--- src/rtl/mmu_feeder_n.sv ---
// mmu_feeder_n
//   Operand feeder and result collector for an N x N output-stationary
//   systolic MMU. On start it latches matrices A (weights) and B (inputs),
//   streams row i of A and column j of B into the array skewed by i / j
//   cycles, waits a drain period, then snapshots every accumulator. The host
//   reads the snapshot back one byte at a time, either as a raw byte slice
//   or as a signed value clamped to 8 bits.
//
// Ports
//   clk_i, rst_n_i     clock, synchronous active-low reset
//   en_i               block enable; low forces IDLE
//   start_i, ack_i     begin a multiply / acknowledge DONE
//   sat_mode_i         1: signed-saturated readback, 0: byte slice
//   output_sel_i       result index r*N+c
//   byte_sel_i         byte of the selected result, 0 = LSB
//   weights_flat_i     A, element r*N+c at [(r*N+c)*DW +: DW]
//   inputs_flat_i      B, same packing
//   c_flat_i           array accumulators, same packing (AW each)
//   clear_o            accumulator clear to the array
//   a_data_o, b_data_o row / column operands (registered)
//   busy_o, done_o     CLEAR/FEED/DRAIN, DONE
//   host_outdata_o     registered readback byte
module mmu_feeder_n #(
    parameter int N     = 2,
    parameter int DW    = 8,
    parameter int AW    = 16,
    parameter int DRAIN = N + 1
) (
    input  logic                                      clk_i,
    input  logic                                      rst_n_i,
    input  logic                                      en_i,
    input  logic                                      start_i,
    input  logic                                      ack_i,
    input  logic                                      sat_mode_i,
    input  logic [$clog2(N*N)-1:0]                    output_sel_i,
    input  logic [((AW/8) > 1 ? $clog2(AW/8) : 1)-1:0] byte_sel_i,
    input  logic [N*N*DW-1:0]                         weights_flat_i,
    input  logic [N*N*DW-1:0]                         inputs_flat_i,
    input  logic [N*N*AW-1:0]                         c_flat_i,
    output logic                                      clear_o,
    output logic [N*DW-1:0]                           a_data_o,
    output logic [N*DW-1:0]                           b_data_o,
    output logic                                      busy_o,
    output logic                                      done_o,
    output logic [7:0]                                host_outdata_o
);

    localparam int NE   = N * N;
    localparam int NB   = AW / 8;
    localparam int KMAX = (2*N - 1 > DRAIN) ? 2*N - 1 : DRAIN;
    localparam int CW   = $clog2(KMAX + 1);

    localparam logic [CW-1:0] K_FEED_LAST  = CW'(2*N - 2);
    localparam logic [CW-1:0] K_DRAIN_LAST = CW'(DRAIN - 1);

    localparam logic signed [AW-1:0] SAT_HI = AW'(127);
    localparam logic signed [AW-1:0] SAT_LO = AW'(-128);

    typedef enum logic [2:0] {
        S_IDLE,
        S_CLEAR,
        S_FEED,
        S_DRAIN,
        S_DONE
    } state_e;

    state_e                  state_q, state_d;
    logic [CW-1:0]           k_q, k_d;
    logic                    load, capture;

    logic [NE-1:0][DW-1:0]   a_mat_q, b_mat_q;
    logic [NE-1:0][AW-1:0]   snap_q;
    logic [N-1:0][DW-1:0]    a_q, a_d, b_q, b_d;
    logic [7:0]              host_q, host_d;

    logic [AW-1:0]           sel_v;
    logic [7:0]              byte_v, sat_v;

    // Next state, step counter and state-decoded outputs
    always_comb begin
        state_d = state_q;
        k_d     = k_q;
        load    = 1'b0;
        capture = 1'b0;
        clear_o = 1'b0;
        busy_o  = 1'b0;
        done_o  = 1'b0;

        case (state_q)
            S_IDLE:  clear_o = 1'b1;
            S_CLEAR: begin clear_o = 1'b1; busy_o = 1'b1; end
            S_FEED:  busy_o = 1'b1;
            S_DRAIN: busy_o = 1'b1;
            S_DONE:  done_o = 1'b1;
            default: clear_o = 1'b1;
        endcase

        if (!en_i) begin
            state_d = S_IDLE;
            k_d     = '0;
        end else begin
            case (state_q)
                S_IDLE: begin
                    if (start_i) begin
                        state_d = S_CLEAR;
                        load    = 1'b1;
                    end
                end
                S_CLEAR: begin
                    state_d = S_FEED;
                    k_d     = '0;
                end
                S_FEED: begin
                    if (k_q == K_FEED_LAST) begin
                        state_d = S_DRAIN;
                        k_d     = '0;
                    end else begin
                        k_d = k_q + CW'(1);
                    end
                end
                S_DRAIN: begin
                    if (k_q == K_DRAIN_LAST) begin
                        state_d = S_DONE;
                        k_d     = '0;
                        capture = 1'b1;
                    end else begin
                        k_d = k_q + CW'(1);
                    end
                end
                S_DONE: begin
                    // start wins over ack
                    if (start_i) begin
                        state_d = S_CLEAR;
                        load    = 1'b1;
                    end else if (ack_i) begin
                        state_d = S_IDLE;
                    end
                end
                default: state_d = S_IDLE;
            endcase
        end
    end

    // Skewed operand select: lane i carries A[i][m] and B[m][i] on step k = i+m.
    always_comb begin
        a_d = '0;
        b_d = '0;
        if (en_i && state_q == S_FEED) begin
            for (int i = 0; i < N; i++) begin
                for (int m = 0; m < N; m++) begin
                    if (int'(k_q) == i + m) begin
                        a_d[i] = a_mat_q[i*N + m];
                        b_d[i] = b_mat_q[m*N + i];
                    end
                end
            end
        end
    end

    // Readback byte
    always_comb begin
        sel_v  = snap_q[output_sel_i];
        byte_v = '0;
        for (int b = 0; b < NB; b++) begin
            if (int'(byte_sel_i) == b) byte_v = sel_v[b*8 +: 8];
        end
        if ($signed(sel_v) > SAT_HI)      sat_v = 8'h7F;
        else if ($signed(sel_v) < SAT_LO) sat_v = 8'h80;
        else                              sat_v = sel_v[7:0];

        host_d = '0;
        if (en_i && int'(output_sel_i) < NE) host_d = sat_mode_i ? sat_v : byte_v;
    end

    always_ff @(posedge clk_i) begin
        if (!rst_n_i) begin
            state_q <= S_IDLE;
            k_q     <= '0;
            a_q     <= '0;
            b_q     <= '0;
            a_mat_q <= '0;
            b_mat_q <= '0;
            snap_q  <= '0;
            host_q  <= '0;
        end else begin
            state_q <= state_d;
            k_q     <= k_d;
            a_q     <= a_d;
            b_q     <= b_d;
            host_q  <= host_d;
            if (load) begin
                a_mat_q <= weights_flat_i;
                b_mat_q <= inputs_flat_i;
            end
            if (capture) snap_q <= c_flat_i;
        end
    end

    assign a_data_o       = a_q;
    assign b_data_o       = b_q;
    assign host_outdata_o = host_q;

endmodule

--- config.mk ---
export PLATFORM = sky130hd
export DESIGN_NAME = mmu_feeder_n
export DESIGN_NICKNAME = d
export VERILOG_FILES = /design/src/rtl/mmu_feeder_n.sv
export SDC_FILE = /design/constraint.sdc
export NUM_CORES = 1
export LEC_CHECK = 0
export CORE_ASPECT_RATIO = 0.7
export CORE_MARGIN = 3
export CORE_UTILIZATION = 52
export DETAILED_ROUTE_END_ITERATION = 8
export PLACE_DENSITY = 0.87
export SKIP_LAST_GASP = 1
export SYNTH_ARGS = -nofsm -noshare
export SYNTH_HDL_FRONTEND = slang
export SYNTH_SLANG_ARGS = --single-unit
--- constraint.sdc ---
create_clock -name clk_i -period 5.1 [get_ports clk_i]
set_input_delay 1.275 -clock clk_i [delete_from_list [all_inputs] [get_ports clk_i]]
set_output_delay 1.275 -clock clk_i [all_outputs]
set_load 0.005 [all_outputs]
[Yosys cells after proc, flatten, opt, wreduce, memory -nomap -nowiden]
Cells that the tools add are included.
Storage, ports and cells
  flip-flop bits (word level): 173
  bits of input ports: 137
  output and inout bits: 43
  word-level logic and storage cells: 76
Operators by class
  add/sub/neg operators: 1
  order comparisons: 3
  equality and inequality tests: 11
  muxes and demuxes: 31
  reduce and logical (&&, ||, !) cells: 11
Operators by type and width (count)
  two-way mux 8 bit: 12
  binary-select mux 16 bit (select 2 bit): 1
  > comparator 16 x 8 -> 1 bit (second input constant): 1
  < comparator 16 x 8 -> 1 bit (second input constant): 1
  two-way mux 16 bit: 1
  two-way mux 3 bit: 5
  one-hot mux 3 bit (5 select lines): 1
  two-way mux 1 bit: 9
  equality test 2 bit (second input constant): 3
  equality test 3 x 2 -> 1 bit (second input constant): 2
  != test 2 bit (second input constant): 3
  OR reduction 3 bit: 2
  one-hot mux 2 bit (2 select lines): 1
  AND reduction 2 bit: 2
  AND reduction 4 bit: 1
  OR reduction 2 bit: 2
  equality test 3 x 1 -> 1 bit (second input constant): 1
  equality test 3 bit (second input constant): 1
  logical NOT 3 bit: 1
  < comparator 2 x 3 -> 1 bit (second input constant): 1
  != test 3 bit (second input constant): 1
  adder 2 x 1 -> 2 bit (second input constant): 1
  logical NOT 2 bit: 1
  two-way mux 2 bit: 1
  2 further kinds: 2

[Depth between registers and ports, before layout]
  word-level depth: 6
  depth in mapped cells: 8
  gate-level depth less buffers: 5

[Least setup slack after synthesis]
OpenSTA, ideal clock, no wires.
  kind: input-to-reg
  start: input port output_sel_i[1]
  end: register host_q[0] (netlist: host_outdata_o[0])
  library setup time: 0.132 ns
  arrival time: 2.636 ns
  data required time: 4.968 ns
  path slack: 2.332 ns
  stages on the path: 6
  path buffers: 1
  cells stage by stage: buf_6 -> mux4_1 -> nor4_2 -> a21oi_2 -> o211ai_1 -> a21oi_1
Between the ends
  word-level cells in the longest chain between the ends: 6
Ends and longest elaborated chain
  from (decl): RTL line 35  | input logic [$clog2(N*N)-1:0] output_sel_i,
  binary-select mux 16 bit (select 2 bit) *: RTL line 162  | sel_v = snap_q[output_sel_i];
  two-way mux 16 bit (implied by the code) *: RTL line 162
  < comparator 16 x 8 -> 1 bit: RTL line 168  | else if ($signed(sel_v) < SAT_LO) sat_v = 8'h80;
  two-way mux 8 bit: RTL line 168
  two-way mux 8 bit: RTL line 167  | if ($signed(sel_v) > SAT_HI) sat_v = 8'h7F;
  two-way mux 8 bit *: RTL line 172  | if (en_i && int'(output_sel_i) < NE) host_d = sat_mode_i ? sat_v : byte_v;
  to (signal assigned): RTL line 190  | host_q <= host_d;
  to (decl): RTL line 74  | logic [7:0] host_q, host_d;
Mark *: on every way between the ends. The rest lies on a longest branch, timed or not. The select of a mux whose other input is x is not followed.
A chain may end at the register's enable or synchronous reset.

[Worst setup path after layout]
Ends and elaborated chain as after synthesis.

==> results.tsv <==
stage	metric	value	unit
status	outcome	finished clean	
hold_path	worst min-delay path class	flop to flop	
sta	final setup fails	0	
global_route	gr busiest metal	met2	
pwr	internal power	0.002338	W
global_route	initial antenna violation count	0	
placement	hpwl dp	11.96	mm
logic_synthesis	mux share of post-synthesis cell area	0.08809	
clocking	Clk Tree Root Cell	clkbuf_16	
logic_synthesis	Top FF cell, synth	dfxtp_1	
logic_synthesis	Synth Area in Compound Gates	0.1807	
clocking	Max Buffers Root-to-Sink	2	
sta	final worst path period need	3594	ps
floorplanning	die height	102.4	um
floorplanning	Starting Density	0.5445	
sta	Max Freq	278.2	MHz
floorplanning	Core Region	0.01268	sq mm
layout	fin util	0.7351	
clocking	PostCTS Resize Cnt	0	
pwr	Peak supply drop	268.4	uV
layout	layout cells sized above 1	0.05819	
sta	Max Slew Vio Count	0	
logic_synthesis	Mapped Area	0.006903	sq mm
logic_synthesis	Synth area leaders	dfxtp_1, nand2_1, a21boi_0	
setup_path	Req. time, crit path	5380	ps
logic_synthesis	post-synthesis cell count	767	
logic_synthesis	xor and xnor area share after synthesis	0.001269	
sta	relative slew slack	0.2978	
floorplanning	std cell rows	34	
pwr	Sw Pwr	0.0006363	W
global_route	largest net degree at the start of global routing	129	
sta	final hold viol count	0	
detailed_routing	vias per cell	5.244	
logic_synthesis	Simple-Gate Fraction of Synth Area	0.1831	
run	Max Cap Violations	0	
detailed_routing	DRC Markers	0	
sta	Clock Skew	11.62	ps
sta	Tcrit/Tclk final	0.7047	
global_route	GRT Total Usage	0.2346	
clocking	Post-CTS Repair Setup Buffers	0	
sta	TNS Setup	0	ps
logic_synthesis	most frequent cells after synthesis	nand2_1, dfxtp_1, a21boi_0	
clocking	hold_buf cts	0	
logic_synthesis	Yosys Warn Count	0	
floorplanning	I/O pin count	180	
logic_synthesis	FFs w/ async S/R, synth	0	
detailed_routing	vias post-DR	5721	
global_route	global-route wire length before repair	27.21	mm
logic_synthesis	post-synth top area share	0.5017	
pwr	Flop pwr share	0.467	
global_route	GRT met3 Usage	0.04958	
sta	unrepaired setup endpoints after global routing	no	
logic_synthesis	Unique masters post-synth	33	
setup_path	CP Launch Type	input port	
floorplanning	Die Wd	143.7	um
detailed_routing	WL final	17.35	mm
clocking	Clock H-tree levels	4	
sta	Slew @ Worst Pin	1053	ps
global_route	total gr overflow	0	
logic_synthesis	Post-synth EDFFs	0	
logic_synthesis	combinational family with the most area after synthesis	simple AND/OR/NAND/NOR gates	
setup_path	kind of critical path	input port to flop	
pwr	power share of the combinational group	0.070	
clocking	worst skew pair latency	420	ps
clocking	Clock Sinks	173	
logic_synthesis	post-synthesis sequential area ratio	0.5017	
placement	I/O Buffers	179	
logic_synthesis	count leader, synth	nand2_1	
setup_path	CP endpoint kind	flop	
logic_synthesis	area leader, netlist	dfxtp_1	
clocking	clock-pin slew on the worst setup and hold paths	60	ps
clocking	CTS buffer count	17	
detailed_routing	Initial DRT Pass Iterations	5	
logic_synthesis	adder-cell share of the synthesized area	0	
clocking	TritonCTS clock tree	built	
setup_path	Worst EP arrival	3870	ps
layout	nets@finish	1052	
logic_synthesis	Seq cells post-synth	173	
detailed_routing	DRT iter0 DRCs	356	
layout	Area Growth Syn to Fin	35.00	%
layout	fill count	929	
pwr	pwr dens	319.2	mW/mm^2
detailed_routing	WL/cell	15.90	um
setup_path	worst-path fanout max	16	
global_route	met2 Resource Use GR	0.3655	
pwr	Leakage	3.194	nW
pwr	Clock power frac	0.463	
placement	routability congestion estimate	0.8393	
pwr	Net Sw Frac	0.2139	
global_route	vias in the first global route	5445	
logic_synthesis	Syn Area/Cell	9.000	sq um
global_route	met1 usage	0.3345	
floorplanning	die area	0.01472	sq mm
logic_synthesis	syn_nets	904	
detailed_routing	Routed Antenna Nets	0	
[final timing paths]
| kind | from | to | slack, ps | cells after the start |
|---|---|---|---|---|
| max | output_sel_i[1] | host_outdata_o[0] | 1510 | 6 |
| min | snap_q[27] | snap_q[27] | 460 | 2 |
| max reg2reg | state_q[1] | snap_q[20] | 2710 | 6 |
| min reg2reg | snap_q[27] | snap_q[27] | 460 | 2 |
[power by group through the flow]
stage                     clock network, W  registers [W]   logic, W
after floorplan                          0        0.00142  0.0000861
after global placement                   0        0.00142   0.000204
after detailed placement                 0        0.00142   0.000208
after CTS                          0.00139        0.00139   0.000210
after global routing               0.00145        0.00139   0.000226
final                              0.00138        0.00139   0.000209
[placed cells by master, fill, tap and decap left out, types with 2 or more instances in the layout]
cell / instances
mux4_1: 10
a22oi_1: 19
clkdlybuf4s50_1: 178
nor4_2: 2
buf_4: 8
inv_6: 5
a21boi_0: 128
o211ai_1: 5
bufinv_16: 4
mux4_2: 6
a211oi_1: 4
a21oi_1: 9
nand4_1: 3
dfxtp_1: 173
inv_1: 7
clkinv_4: 4
nand2_1: 259
clkbuf_16: 17
nor2_1: 45
nor2b_1: 5
mux2i_1: 21
[registers in the layout (all words and copies together), names as in the netlist]
name and count:
a_data_o 16, b_data_o 16, snap_q 64, state_q 3
k_q 2, a_mat_q 32, host_outdata_o 8, b_mat_q 32
[logic make-up (layout without fill, tap and decap cells)]
group           count (synthesis)  in the layout
mux                            37             37
compound gates                169            169
xor+xnor                        1              1
flops                         173            173
buf+inv                        65            226
other cells                     0              1
simple gates                  322            322
[metrics by stage]
| stage | hold slack (ps) | instance area [sq um] | power, W | std cells | setup WS [ps] |
|---|---|---|---|---|---|
| 5_1_grt | 483.8 | 9316 | 0.003062 | 1090 | 1359 |
| 3_5_place_dp | 458.3 | 8681 | 0.001626 | 1058 | 1063 |
| 4_1_cts | 467.4 | 9316 | 0.002988 | 1090 | 1488 |
| 6_report | 464.4 | 9319 | 0.002974 | 1091 | 1506 |
| 2_1_floorplan | 438.6 | 6903 | 0.001502 | 767 | 2332 |
| 3_3_place_gp | 452.4 | 8681 | 0.001622 | 1058 | 1225 |
[critical path, stage by stage]
cell and delay, ps:
clkdlybuf4s50_1 1070, mux4_1 720, nor4_2 310, a21oi_2 170, o211ai_1 230, a21oi_1 90
[area by class of cell]
cell class                      instances  area, sq um  share of cell area
Clock inverter                         14        206.4             0.02215
Timing Repair Buffer                  187         1847              0.1982
Multi-Input combinational cell        529         3142              0.3371
Tap cell                              162        202.7             0.02175
Sequential cell                       173         3463              0.3716
Antenna cell                            1        2.502           0.0002685
Inverter                                7        26.28            0.002820
Clock buffer                           18        429.2             0.04605
[per-layer routing]
metal  wire length (um)  vias to the layer above  share of wire
met2               7959                      158           0.46
met3               1116                       17          0.064
met4                204                        0          0.012
li1                   -                     2863              -
met5                  0                        -              0
met1               8069                     2683           0.47
Power figures use the tool's default switching activity.
==> RTL edit 1 (same flow settings) <==
Register the input `sat_mode_i` before use, with the module's reset. The logic sees it one clock later. The other inputs are not delayed to match.
--- a/src/rtl/mmu_feeder_n.sv
+++ b/src/rtl/mmu_feeder_n.sv
@@ -64,6 +64,16 @@
         S_DONE
     } state_e;
 
+    logic sat_mode_q;
+
+    always_ff @(posedge clk_i) begin
+        if (!rst_n_i) begin
+            sat_mode_q <= '0;
+        end else begin
+            sat_mode_q <= sat_mode_i;
+        end
+    end
+
     state_e                  state_q, state_d;
     logic [CW-1:0]           k_q, k_d;
     logic                    load, capture;
@@ -169,7 +179,7 @@
         else                              sat_v = sel_v[7:0];
 
         host_d = '0;
-        if (en_i && int'(output_sel_i) < NE) host_d = sat_mode_i ? sat_v : byte_v;
+        if (en_i && int'(output_sel_i) < NE) host_d = sat_mode_q ? sat_v : byte_v;
     end
 
     always_ff @(posedge clk_i) begin
Function: changed (Yosys sat finds a counterexample within 10 cycles, from zero or initial values and one cycle with rst_n_i low).
==> RTL edit 1 against the unedited design <==
Non-clock buffer count is 1 lower. Cell count stayed put. Core utilization is 0.30 points lower. Global-route usage is 0.15 points higher. Sequential cell count is 1 higher. Clock power is 7% lower. Worst setup slack worse by 94 ps. Synthesized area is 0.25% higher. Power is 2.5% lower. Final area hardly changed. Routed wire length is 1.4% higher. Largest cell class unchanged. Largest power group unchanged.
==> RTL edit 1: results (changes against the unedited design) <==
----------------------------------------------------
[GRT]
  Vias in the first global route ... 5394 (-0.94%)
  Number of antenna violations at the first check in global routing ... 0 (unchanged)
  Global Route Usage Sum ... 23.6% (+0.15 points)
  Pin count of the biggest net entering global routing ... 130 (+0.78%)
  Wire length of the first global-routing pass ... 27300 µm (+0.46%)

[CTS]
  CTS-repair resized insts ... 0 (unchanged)
  Clock Tree Root ... sky130_fd_sc_hd__clkbuf_16
  CTS H-tree lvls ... 4 (unchanged)
  Worst-case clock buffer depth ... 2 (unchanged)
  Setup fix buffers added after clock tree synthesis ... 0 (unchanged)
  Clock input transition at the sequential cells of the worst setup and hold paths ... approximately 70 ps

[Routing]
  DR pass1 iterations ... 5 (unchanged)
  Vias after detailed routing ... 5752 (+0.54%)
  Total Wirelength ... 17600 µm (+1.4%)
  Violation count after the first detailed-route iteration ... 410 (+15%)

[Place]
  Number of I/O port buffers ... 179 (unchanged)
  Final RePlAce weighted congestion ... 0.846 (+0.79%)
  Final HPWL from detailed placement ... 12200 µm (+1.7%)

[STA]
  Setup Skew ... 12.7 ps (+1.04 ps)
  Final setup viols ... 0 (unchanged)
  Transition time at the pin with the least slew margin ... 1160 ps (+109 ps)

[Pwr]
  Leak pwr ... 3.20 nW (about the same)
  Maximum ir drop on the vdd rail ... 0.275 mV (+2.5%)
  Switching power as a share of total power ... 23.1% (+1.7 points)

[Worst setup path]
  Slowest cell on the critical path ... sky130_fd_sc_hd__clkdlybuf4s50_1
  Critical Path Fanout Max ... 16 (unchanged)
  Data arrival at the endpoint of the critical path ... 3960 ps (+90 ps)
  Slowest cell delay on critical path ... 1050 ps (-20 ps)

[Synthesis]
  Number of synthesized flops with an enable pin ... 0 (unchanged)
  Xor/xnor cell area share of the yosys netlist ... 0.127% (-0.00032 points)
  Post-synth cell types ... 33 (unchanged)
  Area share of fa/ha/maj cells after synthesis ... 0% (unchanged)
  Net count after synthesis ... 906 (+0.22%)
  Post-synthesis compound-gate area fraction ... 18.0% (-0.046 points)
  Post-synth top cells ... 259 x sky130_fd_sc_hd__nand2_1, 174 x sky130_fd_sc_hd__dfxtp_1, 128 x sky130_fd_sc_hd__a21boi_0
  Portion of netlist area occupied by mux cells ... 8.79% (-0.022 points)
  Sequential element share of the synthesized area ... 50.3% (+0.16 points)
  Synth top area cells ... sky130_fd_sc_hd__dfxtp_1 50%, sky130_fd_sc_hd__nand2_1 14%, sky130_fd_sc_hd__a21boi_0 14%
  Number of warnings printed during yosys synthesis ... 0 (unchanged)

[Final layout]
  Number of fillers in the final layout ... 935 (+0.65%)
  Fraction of layout instances using a drive strength above 1 ... 5.81% (-0.0063 points)
  Final net count ... 1053 (+0.095%)
  Antenna cell count ... 0 (-1)
  Largest registers ranked by flip-flop count ... snap_q x64, a_mat_q x32, b_mat_q x32

[Worst hold path]
  Class of the worst hold path ... register to register

[Status]
  Result of the run ... completed

----------------------------------------------------
==> RTL edit 1: cell count changes in the layout (fill, tap and decap cells not counted), moves of 2 or more <==
cell / delta
sky130_fd_sc_hd__inv_6: -5
sky130_fd_sc_hd__inv_8: +5
sky130_fd_sc_hd__bufinv_16: -3
sky130_fd_sc_hd__clkinv_4: +2
sky130_fd_sc_hd__clkinv_8: +2
==> RTL edit 1: path summary, 6_finish.rpt <==
kind	slack, ps	to	from	cells after the start
hold reg to reg	460	snap_q[49]	snap_q[49]	2
hold / removal	460	snap_q[49]	snap_q[49]	2
setup reg to reg	2530	snap_q[25]	state_q[1]	6
setup / recovery	1410	host_outdata_o[0]	output_sel_i[1]	6
==> RTL edit 1: cell families after synthesis <==
group | after synthesis
mux | 37
xor+xnor | 1
flops | 174
compound gates | 169
buf+inv | 65
simple gates | 323
==> RTL edit 1: through the flow <==
step	setup slack (ps)	cells	cell area (µm²)
floorplan	2330	769	6920
global placement	1170	1059	8700
detailed placement	1100	1059	8700
CTS	1450	1091	9310
global route	1310	1091	9310
finish	1410	1091	9310
==> RTL edit 1: final cells by class <==
type,instances,area share (%)
clock inverters,14,1.84
multi-input cells,530,33.8
clock buffers,18,4.72
flip-flops and latches,174,37.4
well taps,162,2.18
inverters,7,0.282
repair buffers,186,19.8
==> RTL edit 1: worst reg2reg max path: stages, from the launching register on <==
cell	delay (ps)
sky130_fd_sc_hd__dfxtp_1	350
sky130_fd_sc_hd__nor2b_1	430
sky130_fd_sc_hd__nand3_1	250
sky130_fd_sc_hd__nor2_4	870
sky130_fd_sc_hd__buf_4	350
sky130_fd_sc_hd__nand2_1	80
sky130_fd_sc_hd__a21boi_0	160
==> RTL edit 1: power by group through the flow <==
stage          sequential, mW  combinational (mW)  clock [mW]
2_1_floorplan            1.42              0.0857           0
3_3_place_gp             1.43               0.204           0
3_5_place_dp             1.43               0.207           0
4_1_cts                  1.40               0.208        1.31
5_1_grt                  1.40               0.224        1.37
6_report                 1.40               0.207        1.29
==> RTL edit 1: routing by layer <==
metal	global-route usage (%)	part of all wire [%]	vias up
met5	0	0	-
met4	6.95	1.6	0
met3	5.56	6.8	22
met2	36.3	46	176
met1	33.6	46	2687
li1	-	-	2867
==> RTL edit 2 (same settings) <==
Without the edit above. `DW`: 8 -> 10.
--- a/src/rtl/mmu_feeder_n.sv
+++ b/src/rtl/mmu_feeder_n.sv
@@ -22,7 +22,7 @@
 //   host_outdata_o     registered readback byte
 module mmu_feeder_n #(
     parameter int N     = 2,
-    parameter int DW    = 8,
+    parameter int DW    = 10,
     parameter int AW    = 16,
     parameter int DRAIN = N + 1
 ) (
Interface: changed (resized a_data_o, b_data_o, inputs_flat_i and weights_flat_i); port bits go from 180 to 204. The function was not compared with the original's and may differ.
==> RTL edit 2 against the unedited design <==
Final area rose by 12%. Sequential power grew 14%. Power rose by 7.2%. Worst setup slack better by 74 ps. Sequential cell count is 24 higher. Global-route usage rose by 2.1 points. Non-clock buffer count grew 26. Count of clock-buffer cells in the layout unchanged. Synthesized area rose by 12%. Routed wire length increased by 20%. Worst hold slack worse by 13 ps. Combinational power rose by 20%. Largest power group unchanged.
==> RTL edit 2: results (changes against the unedited design) <==
----------------------------------------------------
[Status]
  Result of the run ... completed

[Final layout]
  Number of multi-input combinational cells in the layout ... 594 (+12%)
  Seq/total area ... 37.9% (+0.75 points)
  Share of cell area taken by multi-input logic gates ... 33.5% (-0.23 points)
  Proportion of final cell area spent on non-clock buffers ... 20.2% (+0.41 points)
  Non-CTS buffers ... 213 (+14%)
  Number of fillers in the final layout ... 1056 (+14%)

[Synthesis]
  Post-synth top cells ... 294 x sky130_fd_sc_hd__nand2_1, 197 x sky130_fd_sc_hd__dfxtp_1, 144 x sky130_fd_sc_hd__a21boi_1
  Portion of netlist area occupied by mux cells ... 7.96% (-0.85 points)
  Post-synthesis compound-gate area fraction ... 18.1% (about the same)
  Synth top area cells ... sky130_fd_sc_hd__dfxtp_1 51%, sky130_fd_sc_hd__nand2_1 14%, sky130_fd_sc_hd__a21boi_1 14%

[STA]
  Setup Skew ... 13.8 ps (+2.20 ps)
  Tightest slew margin relative to the limit ... 26.6% (-3.1 points)

[Pwr]
  Leak pwr ... 3.60 nW (+13%)
  Power spent charging and discharging nets ... 0.758 mW (+19%)

[Worst setup path]
  Reg2reg path depth ... 5 (-1)
  Slowest cell on the critical path ... sky130_fd_sc_hd__or3b_1
  Family of cells with the greatest summed delay on the critical path ... simple AND/OR/NAND/NOR gates
  Slowest cell delay on critical path ... 810 ps (-260 ps)
  Startpoint of the worst setup timing path ... rst_n_i
  Critical register-to-register path startpoint ... k_q[1]

[Routing]
  Vias after detailed routing ... 6601 (+15%)
  WL/cell ... 17.0 µm (+6.7%)

[Place]
  Final RePlAce weighted congestion ... 0.870 (+3.7%)
  Final HPWL from detailed placement ... 14700 µm (+23%)
  Pre-CTS setup slack ... 1130 ps (+68.2 ps)

----------------------------------------------------
[RTL edit 2: cell types whose count changed after synthesis, moves of 6 or more]
cell / before / now
sky130_fd_sc_hd__a21boi_0: 128 / 0
sky130_fd_sc_hd__mux4_1: 10 / 4
sky130_fd_sc_hd__dfxtp_1: 173 / 197
sky130_fd_sc_hd__a21boi_1: 0 / 144
sky130_fd_sc_hd__buf_1: 6 / 0
sky130_fd_sc_hd__mux4_2: 6 / 12
sky130_fd_sc_hd__clkbuf_1: 36 / 53
sky130_fd_sc_hd__nand2_1: 259 / 294
sky130_fd_sc_hd__nor2_1: 46 / 52
[RTL edit 2: stage by stage]
| step | instance area, µm² | cells | hold WS, ps | power [mW] |
|---|---|---|---|---|
| after floorplan | 7730 | 862 | 430 | 1.72 |
| after global placement | 9790 | 1200 | 439 | 1.86 |
| after detailed placement | 9790 | 1200 | 444 | 1.87 |
| after CTS | 10400 | 1232 | 455 | 3.20 |
| after global routing | 10400 | 1232 | 474 | 3.29 |
| final | 10400 | 1232 | 452 | 3.19 |
[RTL edit 2: logic make-up (layout without fill, tap and decap cells)]
| family | after synthesis | in the layout |
|---|---|---|
| multiplexers | 40 | 40 |
| XOR/XNOR | 1 | 1 |
| AND/OR/NAND/NOR | 366 | 366 |
| AO/OA/AOI/OAI | 187 | 187 |
| flip-flops | 197 | 197 |
| buffers and inverters | 71 | 251 |
[RTL edit 2: routing by layer]
| metal | track usage (%) | part of all wire (%) | wire [µm] | vias to the layer above |
|---|---|---|---|---|
| met4 | 6.86 | 1.3 | 272 | 0 |
| li1 | - | - | - | 3202 |
| met1 | 36.7 | 46 | 9570 | 3132 |
| met2 | 39.4 | 45 | 9360 | 247 |
| met5 | 0 | 0 | 0 | - |
| met3 | 5.53 | 8.1 | 1700 | 20 |
